`src/rtl/strb_gen_mc.sv`:
```
// ---------------------------------------------------------------------------
// strb_gen_mc
//
// Multi-channel programmable strobe generator. Each of NCH channels is an
// independent IDLE/PHASE/RUN state machine. On launch, a channel captures its
// mode, period, phase and burst length. It waits out the phase delay and then
// emits single-cycle strobes spaced by the period. A channel runs until it is
// stopped (continuous mode) or until its strobe budget is used up (one-shot
// or burst mode). When the budget runs out it raises a one-cycle done pulse.
//
// Ports
//   clk        : clock, all logic on the rising edge
//   rst        : synchronous active-high reset
//   start      : [NCH]      per-channel launch request, honoured in IDLE only
//   stop       : [NCH]      per-channel abort, wins over start
//   mode       : [2*NCH]    0 continuous, 1 one-shot, 2 burst, 3 one-shot
//   period     : [CW*NCH]   strobe spacing in cycles (0 behaves as 1)
//   phase      : [CW*NCH]   delay before the first strobe
//   burst_len  : [BW*NCH]   strobe count in burst mode (0 behaves as 1)
//   strobe     : [NCH]      registered single-cycle strobe
//   busy       : [NCH]      registered, channel is in PHASE or RUN
//   done       : [NCH]      registered single-cycle natural-completion pulse
// ---------------------------------------------------------------------------
module strb_gen_mc #(
  parameter int NCH = 4,
  parameter int CW  = 16,
  parameter int BW  = 8
) (
  input  logic              clk,
  input  logic              rst,
  input  logic [NCH-1:0]    start,
  input  logic [NCH-1:0]    stop,
  input  logic [2*NCH-1:0]  mode,
  input  logic [CW*NCH-1:0] period,
  input  logic [CW*NCH-1:0] phase,
  input  logic [BW*NCH-1:0] burst_len,
  output logic [NCH-1:0]    strobe,
  output logic [NCH-1:0]    busy,
  output logic [NCH-1:0]    done
);

  typedef enum logic [1:0] {
    IDLE  = 2'd0,
    PHASE = 2'd1,
    RUN   = 2'd2
  } state_t;

  for (genvar i = 0; i < NCH; i++) begin : g_ch
    state_t          state, state_nx;
    logic [CW-1:0]   cnt, cnt_nx;
    logic [CW-1:0]   reload, reload_nx;
    logic [BW-1:0]   remain, remain_nx;
    logic            continuous, continuous_nx;
    logic            strobe_q, strobe_nx;
    logic            busy_q;
    logic            done_q, done_nx;

    logic [1:0]      cfg_mode;
    logic [CW-1:0]   cfg_period;
    logic [CW-1:0]   cfg_phase;
    logic [BW-1:0]   cfg_burst;

    assign cfg_mode   = mode[i*2 +: 2];
    assign cfg_period = period[i*CW +: CW];
    assign cfg_phase  = phase[i*CW +: CW];
    assign cfg_burst  = burst_len[i*BW +: BW];

    // A single down-counter serves both the phase delay and the period.
    // A strobe fires when it reads zero, so loading F gives the first strobe
    // F+1 edges after launch. Reloading P-1 then spaces strobes exactly P
    // apart. Both values fit in CW bits for every legal input, so the
    // counter never wraps.
    // 'remain' counts strobes still owed. Once it reaches zero in RUN, the
    // next edge retires the run with done, which gives the one-cycle gap
    // between the final strobe and done.
    always_comb begin
      state_nx      = state;
      cnt_nx        = cnt;
      reload_nx     = reload;
      remain_nx     = remain;
      continuous_nx = continuous;
      strobe_nx     = 1'b0;
      done_nx       = 1'b0;

      unique case (state)
        IDLE: begin
          if (start[i] && !stop[i]) begin
            state_nx      = PHASE;
            cnt_nx        = cfg_phase;
            reload_nx     = (cfg_period == '0) ? '0 : cfg_period - CW'(1);
            continuous_nx = (cfg_mode == 2'd0);
            if (cfg_mode == 2'd2)
              remain_nx = (cfg_burst == '0) ? BW'(1) : cfg_burst;
            else
              remain_nx = BW'(1);
          end
        end

        PHASE, RUN: begin
          if (stop[i]) begin
            state_nx = IDLE;
          end else if (state == RUN && !continuous && remain == '0) begin
            state_nx = IDLE;
            done_nx  = 1'b1;
          end else if (cnt == '0) begin
            strobe_nx = 1'b1;
            state_nx  = RUN;
            cnt_nx    = reload;
            if (!continuous)
              remain_nx = remain - BW'(1);
          end else begin
            cnt_nx = cnt - CW'(1);
          end
        end

        default: state_nx = IDLE;
      endcase
    end

    always_ff @(posedge clk) begin
      if (rst) begin
        state      <= IDLE;
        cnt        <= '0;
        reload     <= '0;
        remain     <= '0;
        continuous <= 1'b0;
        strobe_q   <= 1'b0;
        busy_q     <= 1'b0;
        done_q     <= 1'b0;
      end else begin
        state      <= state_nx;
        cnt        <= cnt_nx;
        reload     <= reload_nx;
        remain     <= remain_nx;
        continuous <= continuous_nx;
        strobe_q   <= strobe_nx;
        busy_q     <= (state_nx != IDLE);
        done_q     <= done_nx;
      end
    end

    assign strobe[i] = strobe_q;
    assign busy[i]   = busy_q;
    assign done[i]   = done_q;
  end

endmodule

```
`config.mk`:
```
export PLATFORM = sky130hd
export DESIGN_NAME = strb_gen_mc
export DESIGN_NICKNAME = d
export VERILOG_FILES = /design/src/rtl/strb_gen_mc.sv
export SDC_FILE = /design/constraint.sdc
export NUM_CORES = 1
export LEC_CHECK = 0
export ABC_AREA = 0
export CAP_MARGIN = 20
export CORE_MARGIN = 8
export CORE_UTILIZATION = 50
export DETAILED_ROUTE_END_ITERATION = 8
export PLACE_DENSITY = 0.74
export SLEW_MARGIN = 20
export SYNTH_ARGS = -nofsm -noshare
export SYNTH_HDL_FRONTEND = slang
export SYNTH_SLANG_ARGS = --single-unit
```
`constraint.sdc`:
```
create_clock -name clk -period 4.3 [get_ports clk]
set_input_delay 0.645 -clock clk [delete_from_list [all_inputs] [get_ports clk]]
set_output_delay 0.645 -clock clk [all_outputs]
set_load 0.03 [all_outputs]
```
==> impl_metrics.csv <==
group,metric,value,unit
floorplan,die_area,0.0275,mm2
clock_network,clock_tree.buffer_depth,2,
clock_network,tritoncts_clock_tree,"built",
sta,final_max_slew_viol_count,0,
pwr,power.share.combinational,0.277,
pwr,power.share.clock,0.315,
placement,port_buffers,189,
sta,fmaxAchievable,320,MHz
sta,finalSetupViolations,0,
yosys,area_share_of_the_largest_cell_type_after_synthesis,0.329,
worst_setup_path,critPathLaunchType,"register",
yosys,number_of_enable_type_register_cells_in_the_synthesized_netlist,0,
outcome,status,"completed",
clock_network,post_cts_resized,0,
cells_and_area,multiInputGateArea,0.00685,mm2
placement,hpwlAfterDp,23.5,mm
yosys,synth.ff_latch_count,184,
worst_setup_path,timing.critical_path.to_type,"register",
flow_run,timing.max_cap.violations,0,
cells_and_area,synthToLayoutAreaGrowth,21.8,%
grt,grt_use_total,0.220,
sta,timing.final.crit_period,3.12,ns
floorplan,placement_rows,54,
drt,drt_pass1_iterations,5,
drt,totalWireLength,31.7,mm
floorplan,placeableCoreArea,0.0219,mm2
sta,tns,0,ns
yosys,synth_sequential_area_ratio,0.329,
hold_path,worst_hold_path_type,"reg2reg",
drt,initialDrtViolationCount,828,
pwr,share_seq_of_total_power,0.408,
pwr,pwr_density_cell,351,mW/mm2
yosys,net_count_after_synthesis,1619,
cells_and_area,layout.cells.non_filler,1820,
sta,final.setup_skew,0.0140,ns
drt,antenna_violating_nets_post_route,0,
cells_and_area,sequential_cell_area,0.00368,mm2
clock_network,cts-buffers-inserted,17,
sta,finalHoldViolations,0,
floorplan,initial_core_util,0.512,
floorplan,chipHeight,166,um
floorplan,top_level_ports,190,
pwr,p_leak,4.79,nW
clock_network,post_cts_hold_buffer_count,0,
clock_network,tritoncts_num_sinks,184,
yosys,yosys-top-cells-area,"dfxtp_1, nor2_1, a21oi_1",
pwr,netSwitchingFraction,0.340,
worst_setup_path,critical_path_peak_fanout,29,
placement,gp_congestion,0.896,
sta,max-slew-margin-rel,0.239,
cells_and_area,num-fill-cells,1991,
drt,route.detailed.vias_per_inst,6.05,
grt,first_global_vias,10700,
worst_setup_path,setup.worst_path.class,"reg2reg",
sta,tightest_slew,1.14,ns
grt,maximum_number_of_pins_on_one_net_before_global_route_repair,70,
floorplan,die_w,166,um
sta,min_period_over_period,0.727,
clock_network,post_cts_buffers,0,
yosys,synth_async_sr_flop_share,0,
sta,setup_repair_after_global_routing_missed_its_margin,"false",
grt,global_route.overflow_total,0,
drt,drt-wirelength-per-cell,17.4,um
cells_and_area,antenna-diode-count,0,
pwr,vdd_ir_drop_max,0.241,mV
clock_network,clockRootBuffer,"clkbuf_16",
placement,numPlacedInstances,1788,
yosys,ys_warn_count,0,
cells_and_area,fin_nets,1737,
grt,wire_length_of_the_first_global_routing_pass,52.1,mm
yosys,most_instantiated_flip_flop_cell_in_the_synthesis_netlist,"dfxtp_1",
clock_network,htree_levels,4,
grt,grt_antenna_before_repair,0,
pwr,finalPower,4.79,mW
yosys,synth_largest_area_cell,"dfxtp_1",
yosys,yosysUniqueCellTypes,67,
clock_network,insertion_delay,0.44,ns
pwr,switchingPower,1.63,mW
pwr,p_int,3.16,mW
worst_setup_path,cp_data_required_time,4.64,ns
drt,drcViolationCount,0,
drt,vias,11000,
worst_setup_path,worst_ep_arrival_time,3.46,ns
yosys,synth_area,0.0112,mm2
yosys,syn_inst,1409,
cells_and_area,final_layout_size_suffix_gt1_frac,0.0416,
yosys,syn_area_per_cell,7.96,um2
clock_network,worst_setup_hold_path_clk_slew,0.07,ns
==> power by group through the flow <==
stage / clock network, mW / registers, mW / logic [mW]
2_1_floorplan: 0 / 1.95 / 0.929
5_1_grt: 1.61 / 1.97 / 1.47
3_3_place_gp: 0 / 1.99 / 1.29
6_report: 1.51 / 1.96 / 1.33
4_1_cts: 1.54 / 1.95 / 1.32
3_5_place_dp: 0 / 1.99 / 1.31
==> cells in the mapped netlist, types with 35 or more instances <==
cell	instances
a211oi_1	57
a21oi_1	107
a22oi_1	49
clkbuf_1	70
dfxtp_1	184
inv_1	62
nand2_1	81
nor2_1	148
nor3_1	57
o211ai_1	54
o21ai_0	71
or4_1	35
xnor2_1	53
xor2_1	47
==> sequential cells by signal, summed over array words and instances (netlist names) <==
signal	flops
g_ch.busy_q	4
g_ch.cnt	64
g_ch.continuous	4
g_ch.done_q	4
g_ch.reload	64
g_ch.remain	32
g_ch.state	8
g_ch.strobe_q	4
==> cells in the final DEF, fill, tap and decap left out, drive strengths merged, types with 23 or more instances in the layout <==
cell type        n
nand3           23
or3             27
ha              32
inv             72
nor2           148
a22oi           49
a21oi          107
o21ai           71
clkdlybuf4s50  188
or4             35
dfxtp          184
nor3            57
nand2           81
a211oi          57
nor4            35
xnor2           53
xor2            47
o211ai          54
==> worst paths after layout <==
check	start	endpoint	slack (ns)	cells after the start
max	g_ch[1].state[1]	g_ch[1].remain[1]	1.18	7
min	g_ch[2].reload[9]	g_ch[2].reload[9]	0.46	2
max reg2reg	g_ch[1].state[1]	g_ch[1].remain[1]	1.18	7
min reg2reg	g_ch[2].reload[9]	g_ch[2].reload[9]	0.46	2
==> worst max-delay path, cell delays in order (launching register included) <==
cell	delay (ns)
dfxtp_1	0.38
inv_1	0.06
ha_1	0.85
nor2_1	0.11
a211oi_1	0.30
and2_1	0.89
a21oi_1	0.14
a311oi_1	0.29
==> routing by layer <==
| layer | up-vias | share of wire | track usage |
|---|---|---|---|
| met5 | - | 0 | 0 |
| met4 | 0 | 0.016 | 0.0709 |
| met3 | 32 | 0.053 | 0.0400 |
| met2 | 332 | 0.46 | 0.358 |
| met1 | 5145 | 0.47 | 0.289 |
| li1 | 5510 | - | - |
==> metrics by stage <==
step | setup slack (ns) | util | hold slack (ns) | cell area (um2)
floorplan | 1.83 | - | 0.418 | 11200
global placement | 1.34 | 0.598 | 0.440 | 13100
detailed placement | 1.18 | 0.598 | 0.452 | 13100
CTS | 1.18 | 0.624 | 0.461 | 13700
global route | 0.956 | 0.624 | 0.494 | 13700
finish | 1.18 | 0.624 | 0.465 | 13700
==> kinds of logic after synthesis <==
logic type               share of synthesized area
buffers and inverters                       0.0608
AO/OA/AOI/OAI                                0.278
flip-flops                                   0.329
adder cells (fa/ha/maj)                     0.0357
multiplexers                               0.00179
AND/OR/NAND/NOR                              0.217
XOR/XNOR                                    0.0781
==> cell type report <==
type | count | share of cell area
multi-input cells | 1061 | 0.502
flip-flops and latches | 184 | 0.270
repair buffers | 201 | 0.145
clock buffers | 17 | 0.0312
well taps | 280 | 0.0257
inverters | 62 | 0.0170
clock inverters | 15 | 0.00953
Note: power is estimated with default switching activity, not from simulation.
